**config.mk**
```make
export PLATFORM = sky130hd
export DESIGN_NAME = exc_redirect_ctrl_flat
export DESIGN_NICKNAME = d
export VERILOG_FILES = /design/src/rtl/exc_redirect_ctrl_if.sv /design/src/rtl/exc_redirect_ctrl.sv /design/src/flat_wrapper.sv
export SDC_FILE = /design/constraint.sdc
export NUM_CORES = 1
export LEC_CHECK = 0
export BUFFER_PORTS_ARGS = -buffer_cell sky130_fd_sc_hd__buf_2
export CAP_MARGIN = 20
export CORE_ASPECT_RATIO = 1.25
export CORE_MARGIN = 10
export CORE_UTILIZATION = 35
export CTS_CLUSTER_SIZE = 25
export DETAILED_ROUTE_END_ITERATION = 7
export SLEW_MARGIN = 25
export SYNTH_ARGS = -nofsm -noshare
export SYNTH_HDL_FRONTEND = slang
export SYNTH_SLANG_ARGS = --single-unit
export TNS_END_PERCENT = 5
```
**constraint.sdc**
```tcl
create_clock -name clk -period 5.2 [get_ports clk]
set_clock_uncertainty 0.2 [all_clocks]
set_input_delay 0.26 -clock clk [delete_from_list [all_inputs] [get_ports clk]]
set_output_delay 0.26 -clock clk [all_outputs]
set_load 0.01 [all_outputs]
```
**src/rtl/exc_redirect_ctrl_if.sv**
```systemverilog
// Redirect handshake between the exception controller (master) and the IF stage (slave).
interface exc_redirect_ctrl_if;
  logic        redirect_valid;
  logic [31:0] redirect_pc;
  logic        redirect_ready;

  modport master (output redirect_valid, output redirect_pc, input redirect_ready);
  modport slave  (input redirect_valid, input redirect_pc, output redirect_ready);
endinterface

```
**src/rtl/exc_redirect_ctrl.sv**
```systemverilog
// Exception / ertn redirect controller: flushes the front pipeline for one cycle,
// then holds a fetch redirect until IF accepts it. Keeps saturating event counters.
module exc_redirect_ctrl #(
  parameter int unsigned CNT_W = 16
) (
  input  logic                 clk,
  input  logic                 resetn,
  input  logic                 wb_ex,
  input  logic [5:0]           wb_ecode,
  input  logic                 ertn_flush,
  input  logic [31:0]          csr_eentry,
  input  logic [31:0]          csr_era,
  exc_redirect_ctrl_if.master  rd,
  output logic                 flush_all,
  output logic                 busy,
  output logic [5:0]           last_ecode,
  output logic [CNT_W-1:0]     ex_cnt,
  output logic [CNT_W-1:0]     ertn_cnt,
  output logic [CNT_W-1:0]     drop_cnt
);

  localparam int unsigned PC_W    = 32;
  localparam int unsigned ECODE_W = 6;
  localparam logic [CNT_W-1:0] CNT_MAX = '1;

  typedef enum logic [1:0] {
    IDLE  = 2'd0,
    FLUSH = 2'd1,
    REDIR = 2'd2
  } state_e;

  state_e               state_q, state_d;
  logic [PC_W-1:0]      target_q, target_d;
  logic [ECODE_W-1:0]   last_ecode_q, last_ecode_d;
  logic [CNT_W-1:0]     ex_cnt_q, ex_cnt_d;
  logic [CNT_W-1:0]     ertn_cnt_q, ertn_cnt_d;
  logic [CNT_W-1:0]     drop_cnt_q, drop_cnt_d;
  logic                 flush_all_q, flush_all_d;
  logic                 redirect_valid_q, redirect_valid_d;
  logic                 busy_q, busy_d;
  logic                 event_c;
  logic                 unused_eentry_c;

  // Entry address is 64-byte aligned; the low bits are never used.
  assign unused_eentry_c = ^csr_eentry[5:0];
  assign event_c         = wb_ex | ertn_flush;

  function automatic logic [CNT_W-1:0] sat_inc(input logic [CNT_W-1:0] v);
    return (v == CNT_MAX) ? v : v + CNT_W'(1);
  endfunction

  // Next state, captured target and counters; output flops decode the next state.
  always_comb begin
    state_d      = state_q;
    target_d     = target_q;
    last_ecode_d = last_ecode_q;
    ex_cnt_d     = ex_cnt_q;
    ertn_cnt_d   = ertn_cnt_q;
    drop_cnt_d   = drop_cnt_q;

    case (state_q)
      IDLE: begin
        if (wb_ex) begin
          target_d     = {csr_eentry[31:6], 6'b0};
          last_ecode_d = wb_ecode;
          ex_cnt_d     = sat_inc(ex_cnt_q);
          state_d      = FLUSH;
        end else if (ertn_flush) begin
          target_d   = csr_era;
          ertn_cnt_d = sat_inc(ertn_cnt_q);
          state_d    = FLUSH;
        end
      end
      FLUSH: begin
        state_d = REDIR;
        if (event_c) drop_cnt_d = sat_inc(drop_cnt_q);
      end
      REDIR: begin
        if (rd.redirect_ready) state_d = IDLE;
        if (event_c) drop_cnt_d = sat_inc(drop_cnt_q);
      end
      default: state_d = IDLE;
    endcase

    flush_all_d      = (state_d == FLUSH);
    redirect_valid_d = (state_d == REDIR);
    busy_d           = (state_d != IDLE);
  end

  always_ff @(posedge clk or negedge resetn) begin
    if (!resetn) begin
      state_q          <= IDLE;
      target_q         <= '0;
      last_ecode_q     <= '0;
      ex_cnt_q         <= '0;
      ertn_cnt_q       <= '0;
      drop_cnt_q       <= '0;
      flush_all_q      <= 1'b0;
      redirect_valid_q <= 1'b0;
      busy_q           <= 1'b0;
    end else begin
      state_q          <= state_d;
      target_q         <= target_d;
      last_ecode_q     <= last_ecode_d;
      ex_cnt_q         <= ex_cnt_d;
      ertn_cnt_q       <= ertn_cnt_d;
      drop_cnt_q       <= drop_cnt_d;
      flush_all_q      <= flush_all_d;
      redirect_valid_q <= redirect_valid_d;
      busy_q           <= busy_d;
    end
  end

  assign flush_all         = flush_all_q;
  assign busy              = busy_q;
  assign last_ecode        = last_ecode_q;
  assign ex_cnt            = ex_cnt_q;
  assign ertn_cnt          = ertn_cnt_q;
  assign drop_cnt          = drop_cnt_q;
  assign rd.redirect_valid = redirect_valid_q;
  assign rd.redirect_pc    = target_q;

endmodule

```
**src/flat_wrapper.sv**
```systemverilog
// flat-port wrapper written by rule: the top's interface ports become plain ports
module exc_redirect_ctrl_flat 
#(
  parameter int unsigned CNT_W = 16
)
  (clk, resetn, wb_ex, wb_ecode, ertn_flush, csr_eentry, csr_era, flush_all, busy, last_ecode, ex_cnt, ertn_cnt, drop_cnt, rd_redirect_valid, rd_redirect_pc, rd_redirect_ready);
  exc_redirect_ctrl_if rd_i ();
  input  logic clk;
  input  logic resetn;
  input  logic wb_ex;
  input  logic [5:0] wb_ecode;
  input  logic ertn_flush;
  input  logic [31:0] csr_eentry;
  input  logic [31:0] csr_era;
  output logic flush_all;
  output logic busy;
  output logic [5:0] last_ecode;
  output logic [CNT_W-1:0] ex_cnt;
  output logic [CNT_W-1:0] ertn_cnt;
  output logic [CNT_W-1:0] drop_cnt;
  output wire logic [$bits(rd_i.redirect_valid)-1:0] rd_redirect_valid;
  output wire logic [$bits(rd_i.redirect_pc)-1:0] rd_redirect_pc;
  input wire logic [$bits(rd_i.redirect_ready)-1:0] rd_redirect_ready;
  assign rd_redirect_valid = rd_i.redirect_valid;
  assign rd_redirect_pc = rd_i.redirect_pc;
  assign rd_i.redirect_ready = rd_redirect_ready;
  exc_redirect_ctrl #(.CNT_W(CNT_W)) u_core (.clk(clk), .resetn(resetn), .wb_ex(wb_ex), .wb_ecode(wb_ecode), .ertn_flush(ertn_flush), .csr_eentry(csr_eentry), .csr_era(csr_era), .rd(rd_i), .flush_all(flush_all), .busy(busy), .last_ecode(last_ecode), .ex_cnt(ex_cnt), .ertn_cnt(ertn_cnt), .drop_cnt(drop_cnt));
endmodule
```
==> impl_metrics.py, run 1 <==
metrics = {
    "routing": {
        "firstDrtPassIters": 4,
        "wl_per_cell_um": 15.6,
        "drc": 0,
        "vias": 3570,
        "via_per_inst": 4.81,
        "drtIter0Drc": 107,
        "wl_um": 11600,
        "detail-route-antenna-nets": 0,
    },
    "setup_path": {
        "path_max_fanout": 8,
        "r2r-start": "u_core.state_q[0]",
        "end_kind": "register",
        "crit_start": "u_core.state_q[0]",
        "crit_type": "reg -> reg",
        "critPathRequiredTime_ns": 5.26,
        "crit_path_start_kind": "register",
        "crit_arrival_ns": 2.39,
    },
    "synthesis": {
        "syn_area_sq_mm": 0.00429,
        "synthDistinctLibCells": 42,
        "synthTopCellsByArea": "dfrtp_1 53%, mux2i_1 6.1%, o21ai_0 4.7%",
        "postSynth.asyncResetShare_pct": 100,
        "synth_edf_count": 0,
        "synth.largest_area_cell": "dfrtp_1",
        "synth_top_cell_area_share_pct": 53.1,
        "ys_seq_area_share_pct": 53.1,
        "synth_flop_cell": "dfrtp_1",
        "postSynthCellCount": 402,
        "ys_warn_count": 0,
        "synthesis.nets": 485,
        "synth-seq-cells": 91,
        "syn_area_per_cell_sq_um": 10.7,
    },
    "cts": {
        "cts_tree": "done",
        "clk_pin_slew_ns": 0.07,
        "hold_buffers": 13,
        "cts_setup_buffers": 0,
        "cts_sinks": 91,
        "ctsResizeCount": 0,
        "clock_latency_ns": 0.34,
        "clk_path_buf_depth": 2,
        "numCtsBuffers": 9,
        "root_buffer": "clkbuf_16",
        "cts.htree.levels": 3,
    },
    "cells_and_area": {
        "layout.cells.most_common": "buf_2",
        "nets": 654,
        "final_layout_size_suffix_gt1_share_pct": 33.7,
        "final_cell_mix": "156 x buf_2, 91 x dfrtp_1, 51 x nand2_1",
        "final_cell_count_no_fill": 742,
        "final_util_pct": 47.5,
        "fillCellCount": 1174,
        "syn_to_final_growth_pct": 33.6,
    },
    "pwr": {
        "p_leak_nw": 2.87,
        "power_density_mw_per_mm2": 474,
        "totalPowerFinal_mw": 2.72,
        "peakVddDrop_mv": 0.229,
    },
    "timing": {
        "finalSetupViolCount": 0,
        "fmax_mhz": 430,
        "timing.final.crit_share_pct": 44.7,
        "slew_violations": 0,
        "hold_ws_ns": 0.0160,
        "fin_crit_ns": 2.32,
        "rsz0062_at_grt": "no",
        "tns_ns": 0,
        "worst_slew_pin_slew_ns": 0.694,
        "finalHoldViolations": 0,
        "max-slew-margin-rel_pct": 53.3,
    },
    "status": {
        "status": "finished, final reports clean",
    },
    "grt": {
        "grt_pass1_wl_um": 18700,
        "grt_usage_pct": 13.4,
        "antenna_found_initial": 2,
        "grt_overflow": 0,
        "grt_pass1_vias": 3737,
        "grt_max_degree": 66,
    },
    "die": {
        "start_util_pct": 35.6,
        "rows": 45,
        "core_area_sq_mm": 0.0120,
        "die_h_um": 144,
        "die-area_sq_mm": 0.0171,
        "ios": 164,
        "die_width_um": 119,
    },
    "placement": {
        "hpwlAfterDp_um": 8690,
        "dp_cells": 711,
        "io_buffers": 157,
        "gp_congestion": 0.810,
    },
    "worst_hold_path": {
        "hold_path.startpoint": "csr_eentry[6]",
        "min_path_type": "in -> reg",
    },
    "flow_run": {
        "drv_cap": 0,
    },
}
-- area by class of cell --
| type | count | area, sq um | share of cell area, % |
|---|---|---|---|
| inverter | 4 | 15.0 | 0.262 |
| timing repair buffer | 173 | 941 | 16.4 |
| multi-input combinational | 292 | 1940 | 33.9 |
| clock buffer | 11 | 243 | 4.24 |
| antenna | 2 | 5.00 | 0.0874 |
| sequential | 91 | 2280 | 39.8 |
| clock inverter | 5 | 100 | 1.75 |
| tap | 164 | 205 | 3.58 |
-- flip-flops by register name, indices dropped and copies added (netlist names) --
register,count
u_core.drop_cnt,16
u_core.ex_cnt,16
u_core.state_q,2
u_core.ertn_cnt,16
u_core.rd.redirect_valid,1
u_core.flush_all,1
u_core.busy,1
u_core.last_ecode,6
u_core.rd.redirect_pc,32
-- logic make-up (layout without fill, tap and decap cells) --
kind of cell	after synthesis	after routing	share of synthesized area [%]
AOI/OAI and AO/OA	73	73	9.78
xor gates and xnor gates	28	28	5.72
adders and majority gates	8	8	2.34
buffers and inverters	19	193	1.84
DFF	91	91	53.1
muxes	39	39	9.49
other	0	2	0
and+or+nand+nor	144	144	17.7
-- metal layers --
layer	global-route usage [%]	up-vias	routed length, um
li1	-	1778	-
met5	0	-	0
met4	6.57	0	222
met3	3.65	14	745
met1	15.7	1670	4890
met2	22.3	108	5730
-- worst paths after layout --
path | endpoint | slack, ns | depth (start not counted)
worst max-delay path | u_core.ertn_cnt[13] | 2.88 | 6
worst min-delay path | u_core.rd.redirect_pc[6] | 0.02 | 3
worst max register to register | u_core.ertn_cnt[13] | 2.88 | 6
worst min register to register | u_core.rd.redirect_pc[3] | 0.28 | 2
max in group asynchronous | u_core.drop_cnt[12] | 3.44 | 3
min in group asynchronous | u_core.rd.redirect_pc[1] | 0.26 | 2
-- synthesized netlist by cell type (2+ instances only) --
master / instances
a31oi_1: 10
xor2_1: 14
nor2_1: 13
and4_1: 6
nand3_1: 12
mux2_2: 13
ha_1: 8
and2_1: 4
or2_2: 2
xnor2_1: 14
nand2b_1: 8
dfrtp_1: 91
mux2i_1: 26
clkbuf_1: 13
o2111ai_1: 2
a21oi_1: 10
nor3b_1: 3
inv_1: 4
a211oi_1: 2
nor4_1: 7
nand4_1: 14
nor2b_1: 2
nor3_1: 8
o21ai_0: 40
and3_1: 9
nand2_1: 51
-- report_power, final --
group,internal (mW),switching [mW],total [mW]
registers,0.936,0.169,1.11
clock network,0.481,0.264,0.745
logic,0.371,0.496,0.867
total,1.79,0.929,2.72
-- through the flow --
| stage | setup slack (ns) | instance area (sq um) |
|---|---|---|
| after floorplan | 2.98 | 4290 |
| after global placement | 2.85 | 5250 |
| after detailed placement | 2.84 | 5250 |
| after CTS | 2.86 | 5720 |
| after global routing | 2.74 | 5730 |
| final | 2.88 | 5730 |
-- critical path: stages, from the launching register on --
cell and delay (ns):
dfrtp_1 0.41, inv_1 0.12, ha_1 0.25, nand3b_4 0.15, or4_4 0.61, nor4_1 0.34
xor2_1 0.17
Power figures use the tool's default switching activity.
==> run 2: changes to the inputs <==
Clock period 5.2 ns to 2.45 ns, I/O delays scaled along.
==> run 2 against run 1 <==
Against the previous run: critical path depth unchanged; global-route usage is 1.4 points higher; non-clock buffer count increased by 56; worst hold slack better by 0.083 ns; critical endpoint is now u_core.ertn_cnt[15].
==> impl_metrics.py, run 2 (synthesis results as in run 1) <==
metrics = {
    "status": {
        "status": "finished, final reports clean",
    },
    "die": {
        "die-area_sq_mm": 0.0171,
        "die_width_um": 119,
        "core_area_sq_mm": 0.0120,
        "rows": 45,
        "ios": 164,
        "die_h_um": 144,
        "start_util_pct": 35.6,
    },
    "cts": {
        "root_buffer": "clkbuf_16",
        "clk_path_buf_depth": 2,
        "cts_tree": "done",
        "cts.htree.levels": 3,
        "cts_sinks": 91,
        "clk_pin_slew_ns": 0.06,
        "cts_setup_buffers": 0,
        "numCtsBuffers": 9,
        "clock_latency_ns": 0.33,
    },
    "timing": {
        "slew_violations": 0,
        "finalHoldViolations": 0,
        "max-slew-margin-rel_pct": 64.7,
        "tns_ns": 0,
        "finalSetupViolCount": 0,
        "fin_crit_ns": 2.27,
        "rsz0062_at_grt": "no",
        "timing.final.crit_share_pct": 92.8,
        "worst_slew_pin_slew_ns": 0.530,
        "hold_ws_ns": 0.0990,
        "fmax_mhz": 440,
    },
    "cells_and_area": {
        "final_cell_mix": "156 x buf_2, 91 x dfrtp_1, 65 x dlygate4sd3_1",
        "final_layout_size_suffix_gt1_share_pct": 31.0,
        "layout.cells.most_common": "buf_2",
        "largest_reg_flops": 32,
        "final_area_sq_mm": 0.00622,
        "nets": 710,
        "syn_to_final_growth_pct": 45.1,
        "final_cell_count_no_fill": 797,
        "multi_input_area_sq_mm": 0.00194,
        "fillCellCount": 1152,
        "seq_area_sq_mm": 0.00228,
    },
    "grt": {
        "grtUsageMet3_pct": 4.08,
        "grt_pass1_vias": 4142,
        "grt_use_met2_pct": 24.6,
        "antenna_found_initial": 1,
        "grtUsageMet1_pct": 17.3,
        "grt_usage_pct": 14.8,
        "grt_pass1_wl_um": 20800,
        "top_usage_layer": "met2",
        "grt_overflow": 0,
        "grt_max_degree": 65,
    },
    "routing": {
        "vias": 3867,
        "drtIter0Drc": 124,
        "wl_per_cell_um": 15.5,
        "firstDrtPassIters": 4,
        "detail-route-antenna-nets": 0,
        "drc": 0,
        "wl_um": 12400,
        "via_per_inst": 4.85,
    },
    "placement": {
        "gp_congestion": 0.817,
        "dp_cells": 715,
        "hpwlAfterDp_um": 8800,
        "io_buffers": 157,
        "dpl_cell_area_sq_mm": 0.00529,
    },
    "pwr": {
        "totalPowerFinal_mw": 5.61,
        "p_leak_nw": 3.08,
        "peakVddDrop_mv": 0.498,
        "power_density_mw_per_mm2": 901,
    },
    "setup_path": {
        "crit_type": "reg -> reg",
        "end_kind": "register",
        "crit_arrival_ns": 2.33,
        "critPathRequiredTime_ns": 2.50,
        "crit_path_start_kind": "register",
        "path_max_fanout": 7,
    },
    "flow_run": {
        "drv_cap": 0,
    },
    "worst_hold_path": {
        "min_path_type": "in -> async",
    },
}
-- run 2: through the flow --
stage	worst slack (ns)	util, %
after global placement	0.246	43.9
final	0.176	51.6
after CTS	0.147	51.6
after detailed placement	0.186	43.9
after floorplan	0.227	-
after global routing	0.0104	51.6
-- run 2: path summary, 6_finish.rpt --
| check | startpoint | to | slack [ns] | depth (start not counted) |
|---|---|---|---|---|
| worst max-delay path | u_core.state_q[0] | u_core.ertn_cnt[15] | 0.18 | 6 |
| worst min-delay path | resetn | u_core.rd.redirect_pc[25] | 0.1 | 2 |
| worst max register to register | u_core.state_q[0] | u_core.ertn_cnt[15] | 0.18 | 6 |
| worst min register to register | u_core.rd.redirect_pc[26] | u_core.rd.redirect_pc[26] | 0.27 | 2 |
| max in group asynchronous | resetn | u_core.drop_cnt[2] | 1.27 | 3 |
| min in group clk | rd_redirect_ready | u_core.state_q[0] | 0.10 | 4 |
-- run 2: critical path: stages (launching register included) --
cell	delay, ns
dfrtp_1	0.41
inv_1	0.13
ha_1	0.25
nand3b_4	0.09
or4_4	0.59
nor4_1	0.34
xor2_1	0.19
-- run 2: report_power, final --
part / switching (mW) / internal, mW
combinational: 1.10 / 0.867
clock: 0.547 / 0.741
sequential: 0.365 / 1.99
-- run 2: layer usage --
metal,part of all wire [%],vias to the layer above
li1,-,1904
met1,42,1827
met2,49,113
met3,6.1,23
met4,2.7,0
met5,0,-
-- run 2: timing repair --
| action | 4_1_cts | 5_1_grt |
|---|---|---|
| resized for setup | 0 | 0 |
| hold endpoints to repair | 74 | 0 |
| hold buffers | 65 | 0 |
-- run 2: area by class of cell --
cell class                 instances  share of cell area, %
timing repair buffer             229                   24.2
clock inverter                     2                  0.161
antenna                            1                 0.0402
clock buffer                      14                   4.24
multi-input combinational        292                   31.2
tap                              164                   3.30
sequential                        91                   36.6
inverter                           4                  0.241
